[src/rtl/demux_pkg.sv]
// Shared constants and types for the 1-to-2 alternating demultiplexer.
package demux_pkg;

  localparam int DEF_WIDTH = 8;
  localparam int DEF_DEPTH = 4;
  localparam int NUM_LANES = 2;
  localparam int LANE0     = 0;
  localparam int LANE1     = 1;
  localparam int CNT_W     = 8;

  typedef logic [0:0] lane_t;

  // Round-robin between the two lanes.
  function automatic lane_t next_lane(lane_t l);
    return ~l;
  endfunction

endpackage

[src/rtl/demux_lane_fifo.sv]
// Per-lane FIFO: registered storage, combinational head read.
// Pointers wrap modulo DEPTH (power of two); a pop on an empty FIFO and
// a push on a full FIFO are both ignored.
module demux_lane_fifo
  import demux_pkg::*;
#(
  parameter int WIDTH = DEF_WIDTH,
  parameter int DEPTH = DEF_DEPTH
) (
  input  logic             clk,
  input  logic             reset,
  input  logic             push,
  input  logic             pop,
  input  logic [WIDTH-1:0] wdata,
  output logic [WIDTH-1:0] rdata,
  output logic             full,
  output logic             empty
);

  localparam int AW = $clog2(DEPTH);

  logic [WIDTH-1:0] mem [DEPTH];
  logic [AW-1:0]    wr_ptr, rd_ptr;
  logic [AW:0]      occ;
  logic             do_push, do_pop;

  assign full    = (occ == (AW+1)'(DEPTH));
  assign empty   = (occ == '0);
  assign do_push = push & ~full;
  assign do_pop  = pop & ~empty;

  // Head is forced to zero while empty so reset shows a clean output.
  assign rdata = empty ? '0 : mem[rd_ptr];

  // Pointer and occupancy bookkeeping; push+pop together holds occupancy.
  always_ff @(posedge clk or negedge reset) begin
    if (!reset) begin
      wr_ptr <= '0;
      rd_ptr <= '0;
      occ    <= '0;
    end else begin
      if (do_push) wr_ptr <= wr_ptr + 1'b1;
      if (do_pop)  rd_ptr <= rd_ptr + 1'b1;
      case ({do_push, do_pop})
        2'b10:   occ <= occ + 1'b1;
        2'b01:   occ <= occ - 1'b1;
        default: occ <= occ;
      endcase
    end
  end

  // Storage array, no reset needed: contents are masked by empty.
  always_ff @(posedge clk) begin
    if (do_push) mem[wr_ptr] <= wdata;
  end

endmodule

[src/rtl/demux_1a2.sv]
// 1-to-2 demultiplexer: accepted words alternate lane 0, lane 1, ...
// Each lane buffers in its own FIFO. Input stalls while the selected lane
// is full; the selector never skips a full lane.
// Optional feature: define DEMUX_STAT_EN to add per-lane 8-bit
// accepted-word counters (count_0_c / count_1_c, wrapping).
module demux_1a2
  import demux_pkg::*;
#(
  parameter int WIDTH = DEF_WIDTH,
  parameter int DEPTH = DEF_DEPTH
) (
  input  logic             clk,
  input  logic             reset,
  input  logic [WIDTH-1:0] data_in_c,
  input  logic             valid_in_c,
  output logic             ready_in_c,
  output logic [WIDTH-1:0] data_out_0_c,
  output logic             valid_out_0_c,
  input  logic             pop_0_c,
  output logic [WIDTH-1:0] data_out_1_c,
  output logic             valid_out_1_c,
  input  logic             pop_1_c
`ifdef DEMUX_STAT_EN
  ,
  output logic [CNT_W-1:0] count_0_c,
  output logic [CNT_W-1:0] count_1_c
`endif
);

  lane_t                              sel;
  logic                               accept;
  logic [NUM_LANES-1:0]               push, pop, full, empty;
  logic [NUM_LANES-1:0][WIDTH-1:0]    rdata;

  // Ready depends only on registered occupancy, never on same-cycle pops.
  assign ready_in_c = ~full[sel];
  assign accept     = valid_in_c & ready_in_c;
  assign pop        = {pop_1_c, pop_0_c};

  // Steer the accepted word to the currently selected lane.
  always_comb begin
    push      = '0;
    push[sel] = accept;
  end

  // Selector toggles on every accept, starts at lane 0.
  always_ff @(posedge clk or negedge reset) begin
    if (!reset)      sel <= lane_t'(LANE0);
    else if (accept) sel <= next_lane(sel);
  end

  for (genvar i = 0; i < NUM_LANES; i++) begin : g_lane
    demux_lane_fifo #(.WIDTH(WIDTH), .DEPTH(DEPTH)) u_fifo (
      .clk   (clk),
      .reset (reset),
      .push  (push[i]),
      .pop   (pop[i]),
      .wdata (data_in_c),
      .rdata (rdata[i]),
      .full  (full[i]),
      .empty (empty[i])
    );
  end

  assign data_out_0_c  = rdata[LANE0];
  assign data_out_1_c  = rdata[LANE1];
  assign valid_out_0_c = ~empty[LANE0];
  assign valid_out_1_c = ~empty[LANE1];

`ifdef DEMUX_STAT_EN
  logic [NUM_LANES-1:0][CNT_W-1:0] cnt;

  // Per-lane accept counters, wrap naturally at 0xFF.
  always_ff @(posedge clk or negedge reset) begin
    if (!reset) begin
      cnt <= '0;
    end else begin
      for (int i = 0; i < NUM_LANES; i++)
        if (push[i]) cnt[i] <= cnt[i] + 1'b1;
    end
  end

  assign count_0_c = cnt[LANE0];
  assign count_1_c = cnt[LANE1];
`endif

endmodule

[config.mk]
export PLATFORM = sky130hd
export DESIGN_NAME = demux_1a2
export DESIGN_NICKNAME = d
export VERILOG_FILES = /design/src/rtl/demux_pkg.sv /design/src/rtl/demux_lane_fifo.sv /design/src/rtl/demux_1a2.sv
export SDC_FILE = /design/constraint.sdc
export NUM_CORES = 1
export LEC_CHECK = 0
export BUFFER_PORTS_ARGS = -buffer_cell sky130_fd_sc_hd__buf_2
export CORE_MARGIN = 2
export CORE_UTILIZATION = 25
export CTS_CLUSTER_DIAMETER = 100
export DETAILED_ROUTE_END_ITERATION = 8
export REMOVE_ABC_BUFFERS = 1
export SKIP_CTS_REPAIR_TIMING = 1
export SLEW_MARGIN = 20
export SYNTH_ARGS = -nofsm -noshare
export SYNTH_HDL_FRONTEND = slang
export SYNTH_SLANG_ARGS = --single-unit
[constraint.sdc]
create_clock -name clk -period 2.6 [get_ports clk]
set_clock_uncertainty 0.1 [all_clocks]
set_input_delay 0.39 -clock clk [delete_from_list [all_inputs] [get_ports clk]]
set_output_delay 0.39 -clock clk [all_outputs]
set_load 0.03 [all_outputs]
# --- After elaboration in Yosys (flattened, before gate mapping) ---
# Memory sizes are Yosys's and may differ from the RTL's.
# Cells that the tools add are included.
word_totals:
  mem_bits_rw: 64
  in_bits: 13
  memories: 2
  reg_bits: 15
  elab_cells: 54
  output_inout_bits: 19
op_classes:
  eq_ne: 6
  n_mux: 12
  order_cmp: 2
  add_sub_neg: 8
  reduce_logical: 5
  bitwise: 12
mem_list:
  columns: ["memory", "words", "width", "read_ports", "rd_clocked_by_memory_dff", "wr", "line", "source"]
  rows:
  - ["g_lane[0].u_fifo.mem", 4, 8, 1, 0, 1, "demux_lane_fifo.sv:22", "logic [WIDTH-1:0] mem [DEPTH];"]
  - ["g_lane[1].u_fifo.mem", 4, 8, 1, 0, 1, "demux_lane_fifo.sv:22", null]
ops:
  columns: ["op", "n"]
  rows:
  - ["two-way mux 8 bit", 2]
  - ["case mux 3 bit (2 select lines)", 2]
  - ["adder 2 x 1 -> 2 bit (second input constant)", 4]
  - ["two-way mux 1 bit", 7]
  - ["adder 3 x 1 -> 3 bit (second input constant)", 2]
  - ["== test 3 bit (second input constant)", 2]
  - ["zero test 3 bit", 2]
  - ["NOT 1 bit", 6]
  - ["subtractor 3 x 1 -> 3 bit (second input constant)", 2]
  - ["AND 1 bit", 5]
  - ["== test 2 x 1 -> 1 bit (second input constant)", 2]
  - ["== test 2 bit (second input constant)", 2]
  - ["nonzero test 2 bit", 2]
  - ["AND 2 bit", 1]
  - ["less-than comparator 1 x 2 -> 1 bit (second input constant)", 1]
  - ["demux 1 bit (select 1 bit)", 1]
  - [">= comparator 1 bit (second input constant)", 1]
  - ["logical AND 1 bit", 1]

# --- Depth between registers and ports, before layout ---
# Gate-level depths: netlist of the first run.
logic_depth:
  depth_word: 9
  ltp_mapped: 10
  ltp_nobuf: 9

# --- Cells and area by module ---
# A second synthesis of the first run with hierarchy kept.
unflattened:
  cells_unflattened: 187
  hier_area_um2: 3389.5
by_module_without_submodules:
  columns: ["module", "seq_area_each_um2", "instances", "area_per_inst_um2", "cells_each"]
  rows:
  - ["demux_lane_fifo", 1136.1, 2, 1656.6, 89]
  - ["demux_1a2", 25.0, 1, 76.3, 9]

# --- Least setup slack after synthesis of the first run ---
# Ideal clock, no wire load.
synth_path:
  path_kind: "register to register"
  startpoint: "register g_lane[0].u_fifo.occ[0]"
  endpoint: "register g_lane[0].u_fifo.occ[2]"
  required_time_ns: 2.421
  stages_incl_launch_ff: 11
  path_buffers: 1
  arrival_time_ns: 2.076
  setup_ns: 0.079
  synth_period_minus_slack_ns: 2.255
  setup_slack_ns: 0.345
  cell_sequence: "dfrtp_1 or3b_1 and3b_1 buf_6 inv_1 ha_1 inv_1 fa_1 xor2_1 nor2_1 xor2_1"
synth_between:
  elab_chain_len: 9
  word_cells_on_any_way: 17
  classes_between: "2 x add/sub; 3 x eq/ne; 3 x mux; 7 x bitwise; 2 x reduce/logical"
synth_rtl:
  columns: ["element", "line", "source"]
  rows:
  - ["start, declared", "demux_lane_fifo.sv:24", "logic [AW:0] occ;"]
  - ["start signal, assigned", "demux_lane_fifo.sv:45", "2'b10: occ <= occ + 1'b1;"]
  - ["start signal, assigned", "demux_lane_fifo.sv:46", "2'b01: occ <= occ - 1'b1;"]
  - ["== test 3 bit", "demux_lane_fifo.sv:27", "assign full = (occ == (AW+1)'(DEPTH));"]
  - ["two-way mux 1 bit (not written as such) (2 in a row)", "demux_1a2.sv:36", "assign ready_in_c = ~full[sel];"]
  - ["NOT 1 bit", "demux_1a2.sv:36", null]
  - ["AND 1 bit", "demux_1a2.sv:37", "assign accept = valid_in_c & ready_in_c;"]
  - ["AND 2 bit (no source line)", null, null]
  - ["AND 1 bit", "demux_lane_fifo.sv:29", "assign do_push = push & ~full;"]
  - ["== test 2 x 1 -> 1 bit or == test 2 bit (tied branches)", "demux_lane_fifo.sv:44", "case ({do_push, do_pop})"]
  - ["case mux 3 bit (2 select lines) or nonzero test 2 bit (tied branches)", null, null]
# Parallel ways exist; a longest one is shown, timed or not. The select of a mux whose other input is x is not followed.
# A chain may end at the register's enable or synchronous reset.

# --- Worst setup path in the final report of the first run ---
# Same ends and word-level chain as after synthesis.

==> results_dict.tcl, run 1 <==
set metrics [dict create \
    status "completed" \
    tightest_slew_ns 0.488 \
    synth_top_area_frac 0.582 \
    cts_tree "done" \
    grt_pass1_vias 1743 \
    wl_per_cell_um 14.7 \
    vias 1589 \
    clk_pin_slew_ns 0.06 \
    grt_max_degree 16 \
    final_layout_size_suffix_gt1_frac 0.333 \
    ys_ff_latch 79 \
    ioPinCount 32 \
    hold_class "in -> reg" \
    avgSynthCellArea_um2 18.0 \
    drtIter0Drc 81 \
    report.final.setup_viol 0 \
    area_delta_synth_final_pct 19.7 \
    hold_viol_final 0 \
    max_freq_mhz 420 \
    peakVddDrop_mv 0.497 \
    critPathCaptureType "flop" \
    synth_common_cells "64 x edfxtp_1, 22 x and2_1, 16 x mux4_2, 15 x dfrtp_1, 12 x inv_1" \
    rsz0062_at_grt "no" \
    synth_most_common_cell "edfxtp_1" \
    worst-setup-path-type "reg -> reg" \
    clock_path_buffers 2 \
    drv_cap 0 \
    die_y_um 119 \
    fp.coreArea_mm2 0.0128 \
    synth.area.top_cells "edfxtp_1 58%, dfrtp_1 11%, mux4_2 11%" \
    cts.sinks 79 \
    clock_latency_ns 0.33 \
    synth-edff-count 64 \
    period_minus_slack_ns 2.38 \
    drv_slew 0 \
    dr.pass1.iters 4 \
    ys.flop_type "edfxtp_1" \
    vias_per_cell 3.96 \
    p_leak_nw 1.44 \
    start_kind "flop" \
    root_buffer "clkbuf_16" \
    nets 248 \
    crit_fanout 8 \
    drcViolationCount 0 \
    grt_overflow 0 \
    placed_area_mm2 0.00367 \
    start_util 0.258 \
    synth.distinct_cells 27 \
    dieWidth_um 119 \
    crit_required_ns 2.75 \
    drtAntennaViolNets 0 \
    ys_warn_count 0 \
    synthCells 183 \
    power.density_mw_per_mm2 1210 \
    yosysSeqAreaShare 0.696 \
    finalWeightedCongestion 0.694 \
    cp.arrival_ns 2.53 \
    slew_headroom 0.675 \
    syn-cell-area_mm2 0.00330 \
    htree_levels 3 \
    yosys.area.top_type "edfxtp_1" \
    finalSetupTns_ns 0 \
    die-area_mm2 0.0141 \
    io_buffer_count 31 \
    dpl.hpwl_um 3990 \
    async_reset_ff_frac 0.190 \
    cts_buffers 9 \
    grt_first_pass_wirelength_um 9710 \
    rows 41 \
    min_period_over_period 0.916 \
    track_usage 0.0916 \
    routed_wl_um 5890 \
    antenna_found_initial 1 \
    stdcell_area_mm2 0.00395 \
]
-- metal layers --
| layer | wire length [um] | track usage |
|---|---|---|
| met4 | 127 | 0.0446 |
| met2 | 2970 | 0.147 |
| met5 | 0 | 0 |
| met1 | 2580 | 0.114 |
| met3 | 213 | 0.0249 |
-- where the power goes --
part	internal, mW	leakage, nW	switching (mW)
registers	1.65	0.756	0.188
logic	0.773	0.556	1.05
clock network	0.645	0.124	0.496
total	3.07	1.44	1.73
-- metrics by stage --
step | instances | util | power, mW | setup slack, ns | hold WS, ns
floorplan | 176 | - | 3.18 | 0.376 | -0.00559
global placement | 383 | 0.287 | 3.68 | 0.273 | 0.226
detailed placement | 383 | 0.287 | 3.72 | 0.203 | 0.229
CTS | 399 | 0.308 | 4.87 | 0.179 | -0.126
global route | 400 | 0.309 | 5.10 | 0.0224 | 0.256
finish | 401 | 0.310 | 4.80 | 0.219 | 0.241
-- critical path: stages (launching register included) --
cell	delay (ns)
dfrtp_1	0.40
or3b_1	0.40
and3b_2	0.28
inv_1	0.07
ha_1	0.17
inv_1	0.06
fa_1	0.37
xor2_1	0.15
nor2_1	0.11
xor2_1	0.19
-- layout make-up --
| class | count | area, um^2 |
|---|---|---|
| antenna | 1 | 2.50 |
| clock buffer | 9 | 225 |
| clock inverter | 7 | 48.8 |
| fill | 1235 | 8820 |
| inverter | 12 | 45.0 |
| multi-input combinational | 85 | 925 |
| sequential | 79 | 2300 |
| tap | 172 | 215 |
| timing repair buffer | 36 | 195 |
-- worst paths after layout --
| path | startpoint | slack [ns] | endpoint | cells after the start |
|---|---|---|---|---|
| min | data_in_c[3] | 0.24 | g_lane[0].u_fifo.mem[0][3]$_DFFE_PP_ | 1 |
| min in group asynchronous | reset | 0.41 | g_lane[0].u_fifo.occ[1]$_DFFE_PN0P_ | 2 |
| min reg2reg | g_lane[0].u_fifo.occ[2]$_DFFE_PN0P_ | 0.40 | g_lane[0].u_fifo.occ[2]$_DFFE_PN0P_ | 1 |
| max | g_lane[0].u_fifo.occ[0]$_DFFE_PN0P_ | 0.22 | g_lane[0].u_fifo.occ[2]$_DFFE_PN0P_ | 9 |
| max in group asynchronous | reset | 1.72 | g_lane[1].u_fifo.rd_ptr[0]$_DFFE_PN0P_ | 2 |
| max reg2reg | g_lane[0].u_fifo.occ[0]$_DFFE_PN0P_ | 0.22 | g_lane[0].u_fifo.occ[2]$_DFFE_PN0P_ | 9 |
-- cells in the final DEF, fill, tap and decap left out, types with 2 or more instances in the layout --
cell,instances
edfxtp_1,64
inv_1,12
xor2_1,6
and2_2,4
nor2_1,4
nand3_1,2
nand2_1,2
and2_1,22
mux4_2,16
dfrtp_1,15
xnor2_1,6
clkinvlp_4,4
ha_1,10
buf_2,31
clkinv_2,2
buf_4,4
clkbuf_16,9
fa_1,2
-- sequential cells by signal, summed over array words and instances (netlist names) --
name                  cells
g_lane.u_fifo.occ         6
g_lane.u_fifo.mem        64
sel                       1
g_lane.u_fifo.rd_ptr      4
g_lane.u_fifo.wr_ptr      4
-- logic make-up after synthesis --
family                   count (synthesis)  share of synthesized area
XOR/XNOR                                12                     0.0318
AND/OR/NAND/NOR                         38                     0.0701
AO/OA/AOI/OAI                            4                    0.00758
flip-flops                              79                      0.696
multiplexers                            19                      0.120
adder cells (fa/ha/maj)                 12                     0.0500
buffers and inverters                   19                     0.0246
No activity file was read; power rests on OpenSTA's default activity.
==> run 2: changes to the inputs <==
--- a/config.mk
+++ b/config.mk
@@ -5,11 +5,14 @@
 export SDC_FILE = /design/constraint.sdc
 export NUM_CORES = 1
 export LEC_CHECK = 0
+export ABC_CLOCK_PERIOD_IN_PS = 2600
 export BUFFER_PORTS_ARGS = -buffer_cell sky130_fd_sc_hd__buf_2
+export CORE_ASPECT_RATIO = 0.8
 export CORE_MARGIN = 2
-export CORE_UTILIZATION = 25
+export CORE_UTILIZATION = 49
 export CTS_CLUSTER_DIAMETER = 100
 export DETAILED_ROUTE_END_ITERATION = 8
+export PLACE_DENSITY = 0.68
 export REMOVE_ABC_BUFFERS = 1
 export SKIP_CTS_REPAIR_TIMING = 1
 export SLEW_MARGIN = 20
==> run 2 against run 1 <==
- largest power group unchanged
- first-iteration DRC count fell by 14%
- sequential share of layout area rose by 3.1 points
- critical endpoint is now data_out_1_c[4]
- register-to-register slack got worse by 0.02 ns
- clock-buffer cell count rose by 1
==> results_dict.tcl, run 2 (synthesized netlist as in run 1, its figures left out) <==
set metrics [dict create \
    final_cell_mix "64 x edfxtp_1, 31 x buf_2, 22 x and2_1" \
    slew_headroom 0.627 \
    dp_cells 295 \
    internal_power_mw 2.79 \
    hold_depth 1 \
    status "completed" \
    root_buffer "clkbuf_8" \
    drv_slew 0 \
    grt_first_pass_wirelength_um 9060 \
    critPathCaptureType "primary output" \
    clk_pin_slew_ns 0.09 \
    peakVddDrop_mv 0.638 \
    switchingPower_mw 1.69 \
    start_kind "flop" \
    min_period_over_period 0.946 \
    htree_levels 3 \
    crit_path_max_incr_delay_ns 0.70 \
    tightest_slew_ns 0.560 \
    regMostFlops "g_lane.u_fifo.mem" \
    track_usage 0.171 \
    dieWidth_um 95.8 \
    start_util 0.513 \
    power.density_mw_per_mm2 1190 \
    clock_path_buffers 2 \
    period_minus_slack_ns 2.46 \
    worst-setup-path-type "reg -> out" \
    die_y_um 77.4 \
    finalSetupTns_ns 0 \
    crit_fanout 9 \
    clock_latency_ns 0.34 \
    crit_family "flip-flops" \
    cpMaxStageDelayCell "dfrtp_1" \
    wl_per_cell_um 18.2 \
    switching_share 0.377 \
    busiest_layer "met2" \
    final_cells 312 \
    vias_per_cell 5.20 \
    n_antenna_cell 0 \
    nets 248 \
    rows 26 \
    drcViolationCount 0 \
    dr.pass1.iters 4 \
    routed_wl_um 5670 \
    cts_tree "done" \
    hold_viol_final 0 \
    cp.arrival_ns 1.97 \
    finalWeightedCongestion 0.813 \
    final_layout_size_suffix_gt1_frac 0.325 \
    fill_cells 513 \
    area_delta_synth_final_pct 13.6 \
    vias 1622 \
    grt_use_met3 0.0650 \
    reg_top3 "g_lane.u_fifo.mem x64, g_lane.u_fifo.occ x6" \
    report.final.setup_viol 0 \
    fp.coreArea_mm2 0.00644 \
    use_met2 0.287 \
    hold_class "in -> reg" \
    crit_cells 3 \
    drv_cap 0 \
    grt_overflow 0 \
    grt_use_met1 0.209 \
    io_buffer_count 31 \
    timing.critical_path.buf_inv 1 \
    ioPinCount 32 \
    p_total_mw 4.48 \
    rsz0062_at_grt "no" \
    drtIter0Drc 70 \
    largest_register_ffs 64 \
    combPwrFrac 0.401 \
    grt_pass1_vias 1747 \
    cts.sinks 79 \
    clock_power_share 0.177 \
    antenna_found_initial 0 \
    grt_max_degree 16 \
    cp_cell_sequence "mux4_2 -> and2_1 -> buf_2" \
    p_leak_nw 1.40 \
    cts_buffers 9 \
    die-area_mm2 0.00742 \
    crit_required_ns 2.11 \
    final_common_cell "edfxtp_1" \
    p_seq_frac 0.422 \
    dpl.hpwl_um 3990 \
    drtAntennaViolNets 0 \
    max_freq_mhz 407 \
    reg2reg_depth 9 \
]
-- run 2: power by group through the flow --
stage | combinational, mW | sequential (mW) | clock, mW
after floorplan | 1.31 | 1.86 | 0
after global placement | 1.75 | 1.90 | 0
after detailed placement | 1.82 | 1.93 | 0
after CTS | 1.83 | 1.90 | 0.820
after global routing | 1.96 | 1.93 | 0.881
final | 1.80 | 1.89 | 0.795
-- run 2: final timing paths --
kind                                                     endpoint  slack (ns)                              startpoint
max reg2reg                   g_lane[0].u_fifo.occ[2]$_DFFE_PN0P_        0.20     g_lane[0].u_fifo.occ[0]$_DFFE_PN0P_
min in group asynchronous  g_lane[0].u_fifo.rd_ptr[0]$_DFFE_PN0P_        0.37                                   reset
max in group asynchronous  g_lane[1].u_fifo.rd_ptr[1]$_DFFE_PN0P_        1.75                                   reset
max                                               data_out_1_c[4]        0.14  g_lane[1].u_fifo.rd_ptr[0]$_DFFE_PN0P_
min                          g_lane[1].u_fifo.mem[0][6]$_DFFE_PP_        0.22                            data_in_c[6]
min reg2reg                   g_lane[0].u_fifo.occ[2]$_DFFE_PN0P_        0.38     g_lane[0].u_fifo.occ[2]$_DFFE_PN0P_
-- run 2: per-stage QoR --
stage | setup WS (ns) | area (um^2) | hold WS (ns) | utilization
global placement | 0.299 | 3570 | 0.213 | 0.554
global route | 0.0143 | 3750 | 0.197 | 0.582
floorplan | 0.376 | 3270 | -0.00559 | -
detailed placement | 0.214 | 3570 | 0.222 | 0.554
finish | 0.141 | 3750 | 0.217 | 0.582
CTS | 0.0754 | 3740 | -0.165 | 0.581
-- run 2: area by class of cell --
type | count | area [um^2] | area share
clock inverters | 6 | 45.0 | 0.0120
well taps | 84 | 105 | 0.0280
flip-flops and latches | 79 | 2300 | 0.612
multi-input cells | 85 | 923 | 0.246
clock buffers | 10 | 128 | 0.0340
inverters | 12 | 45.0 | 0.0120
repair buffers | 36 | 208 | 0.0554
-- run 2: metal layers --
metal,vias up,part of all wire
met5,-,0
met4,0,0.0060
met3,5,0.040
met2,34,0.53
met1,835,0.42
li1,748,-
==> run 3: changes to the inputs <==
--- a/config.mk
+++ b/config.mk
@@ -8,11 +8,10 @@
 export ABC_CLOCK_PERIOD_IN_PS = 2600
 export BUFFER_PORTS_ARGS = -buffer_cell sky130_fd_sc_hd__buf_2
 export CORE_ASPECT_RATIO = 0.8
-export CORE_MARGIN = 2
-export CORE_UTILIZATION = 49
+export CORE_MARGIN = 4
+export CORE_UTILIZATION = 40
 export CTS_CLUSTER_DIAMETER = 100
 export DETAILED_ROUTE_END_ITERATION = 8
-export PLACE_DENSITY = 0.68
 export REMOVE_ABC_BUFFERS = 1
 export SKIP_CTS_REPAIR_TIMING = 1
 export SLEW_MARGIN = 20
==> run 3 against run 2 <==
- maximum frequency up 4.4%
- non-clock buffer count did not move
- register-to-register slack better by 0.05 ns
- clock power is 23% higher
- critical endpoint is now g_lane[0].u_fifo.occ[2]$_DFFE_PN0P_
- final area rose by 2.1%
- sequential power down 3%
- via count is 3.3% lower
- routed wire length shrank 5.2%
- combinational power about the same
- die area is 32% higher
==> results_dict.tcl, run 3 (synthesized netlist as in run 1, its figures left out) <==
set metrics [dict create \
    status "completed" \
    drtAntennaViolNets 0 \
    cp_cell_sequence "or3b_1 -> and3b_1 -> inv_1 -> ha_1 -> inv_1 -> fa_1 -> xor2_1 -> nor2_1 -> xor2_1" \
    die_y_um 89.3 \
    startpoint "g_lane[0].u_fifo.occ[0]$_DFFE_PN0P_" \
    p_total_mw 4.64 \
    drv_slew 0 \
    utilization 0.480 \
    min_period_over_period 0.906 \
    cts_tree "done" \
    fp.coreArea_mm2 0.00798 \
    worst-setup-path-type "reg -> reg" \
    power.density_mw_per_mm2 1210 \
    drv_cap 0 \
    critPathCaptureType "flop" \
    largest_register_ffs 64 \
    max_freq_mhz 425 \
    report.final.setup_viol 0 \
    finalSetupTns_ns 0 \
    drtIter0Drc 74 \
    hold_viol_final 0 \
    antenna_found_initial 0 \
    ioPinCount 32 \
    drcViolationCount 0 \
    clock_latency_ns 0.34 \
    r2r_start "g_lane[0].u_fifo.occ[0]$_DFFE_PN0P_" \
    regMostFlops "g_lane.u_fifo.mem" \
    vias_per_cell 4.67 \
    peakVddDrop_mv 0.392 \
    dieWidth_um 110 \
    track_usage 0.124 \
    start_kind "flop" \
    crit_path_max_incr_delay_ns 0.42 \
    slew_headroom 0.691 \
    grt_pass1_vias 1624 \
    wl_per_cell_um 16.0 \
    crit_required_ns 2.77 \
    finalWeightedCongestion 0.644 \
    finalWorstSetupSlack_ns 0.245 \
    cts_buffers 9 \
    grt_overflow 0 \
    wl_met3_um 253 \
    highest_layer "met4" \
    grt_first_pass_wirelength_um 8740 \
    crit_fanout 8 \
    routed_wl_um 5380 \
    hold_class "in -> reg" \
    reg_top3 "g_lane.u_fifo.mem x64, g_lane.u_fifo.occ x6" \
    clock_path_buffers 2 \
    cts.sinks 79 \
    wl_met2_um 2630 \
    vias 1568 \
    holdCritStartpoint "data_in_c[3]" \
    nets 248 \
    period_minus_slack_ns 2.35 \
    final_common_cell "edfxtp_1" \
    tightest_slew_ns 0.463 \
    drt-met1-wl_um 2420 \
    die-area_mm2 0.00978 \
    root_buffer "clkbuf_8" \
    p_leak_nw 1.42 \
    grt_max_degree 16 \
    io_buffer_count 31 \
    cpMaxStageDelayCell "dfrtp_1" \
    dpl.hpwl_um 3710 \
    cp.arrival_ns 2.52 \
    post-place-ws_ns 0.222 \
    rows 29 \
    final_cell_mix "64 x edfxtp_1, 31 x buf_2, 22 x and2_1" \
    rsz0062_at_grt "no" \
    dr.pass1.iters 4 \
    area_delta_synth_final_pct 16.0 \
    final_layout_size_suffix_gt1_frac 0.325 \
    n_antenna_cell 0 \
    start_util 0.414 \
    htree_levels 3 \
    clk_pin_slew_ns 0.08 \
]
-- run 3: changes by cell type in the layout (fill, tap and decap cells not counted), sizes merged --
| cell | delta |
|---|---|
| bufinv | +2 |
| clkbuf | -1 |
| clkinv | +1 |
| clkinvlp | -1 |
| inv | -1 |
-- run 3: final cells by class --
| cell class | instances | area (um^2) |
|---|---|---|
| fill | 705 | 4150 |
| sequential | 79 | 2300 |
| multi-input combinational | 85 | 923 |
| timing repair buffer | 36 | 208 |
| tap | 108 | 135 |
| clock buffer | 9 | 124 |
| clock inverter | 7 | 96.3 |
| inverter | 12 | 45.0 |
-- run 3: layer usage --
| metal | global-route usage | vias up |
|---|---|---|
| li1 | - | 750 |
| met3 | 0.0469 | 6 |
| met5 | 0 | - |
| met4 | 0.0374 | 0 |
| met1 | 0.157 | 779 |
| met2 | 0.203 | 33 |
-- run 3: power by group --
group / switching, mW / internal, mW
combinational: 1.02 / 0.791
sequential: 0.194 / 1.65
clock: 0.435 / 0.542
-- run 3: metrics by stage --
stage	instance area, um^2	hold WS, ns	std cells
2_1_floorplan	3270	-0.00559	176
3_3_place_gp	3600	0.224	319
3_5_place_dp	3600	0.222	319
4_1_cts	3820	-0.159	335
5_1_grt	3830	0.217	336
6_report	3830	0.231	336
-- run 3: path summary, 6_finish.rpt --
| check | cells past startpoint | slack (ns) | to |
|---|---|---|---|
| max in group asynchronous | 2 | 1.76 | g_lane[1].u_fifo.rd_ptr[0]$_DFFE_PN0P_ |
| min in group asynchronous | 2 | 0.38 | g_lane[0].u_fifo.occ[2]$_DFFE_PN0P_ |
| max | 9 | 0.25 | g_lane[0].u_fifo.occ[2]$_DFFE_PN0P_ |
| min reg2reg | 1 | 0.39 | g_lane[0].u_fifo.occ[2]$_DFFE_PN0P_ |
| min | 1 | 0.23 | g_lane[0].u_fifo.mem[2][3]$_DFFE_PP_ |
| max reg2reg | 9 | 0.25 | g_lane[0].u_fifo.occ[2]$_DFFE_PN0P_ |
-- run 3: worst max-delay path: cells and delay by family (launching register included) --
family | cells | cell delay [ns]
buffers and inverters | 2 | 0.14
AND/OR/NAND/NOR | 3 | 0.77
adder cells (fa/ha/maj) | 2 | 0.54
flip-flops | 1 | 0.42
XOR/XNOR | 2 | 0.31
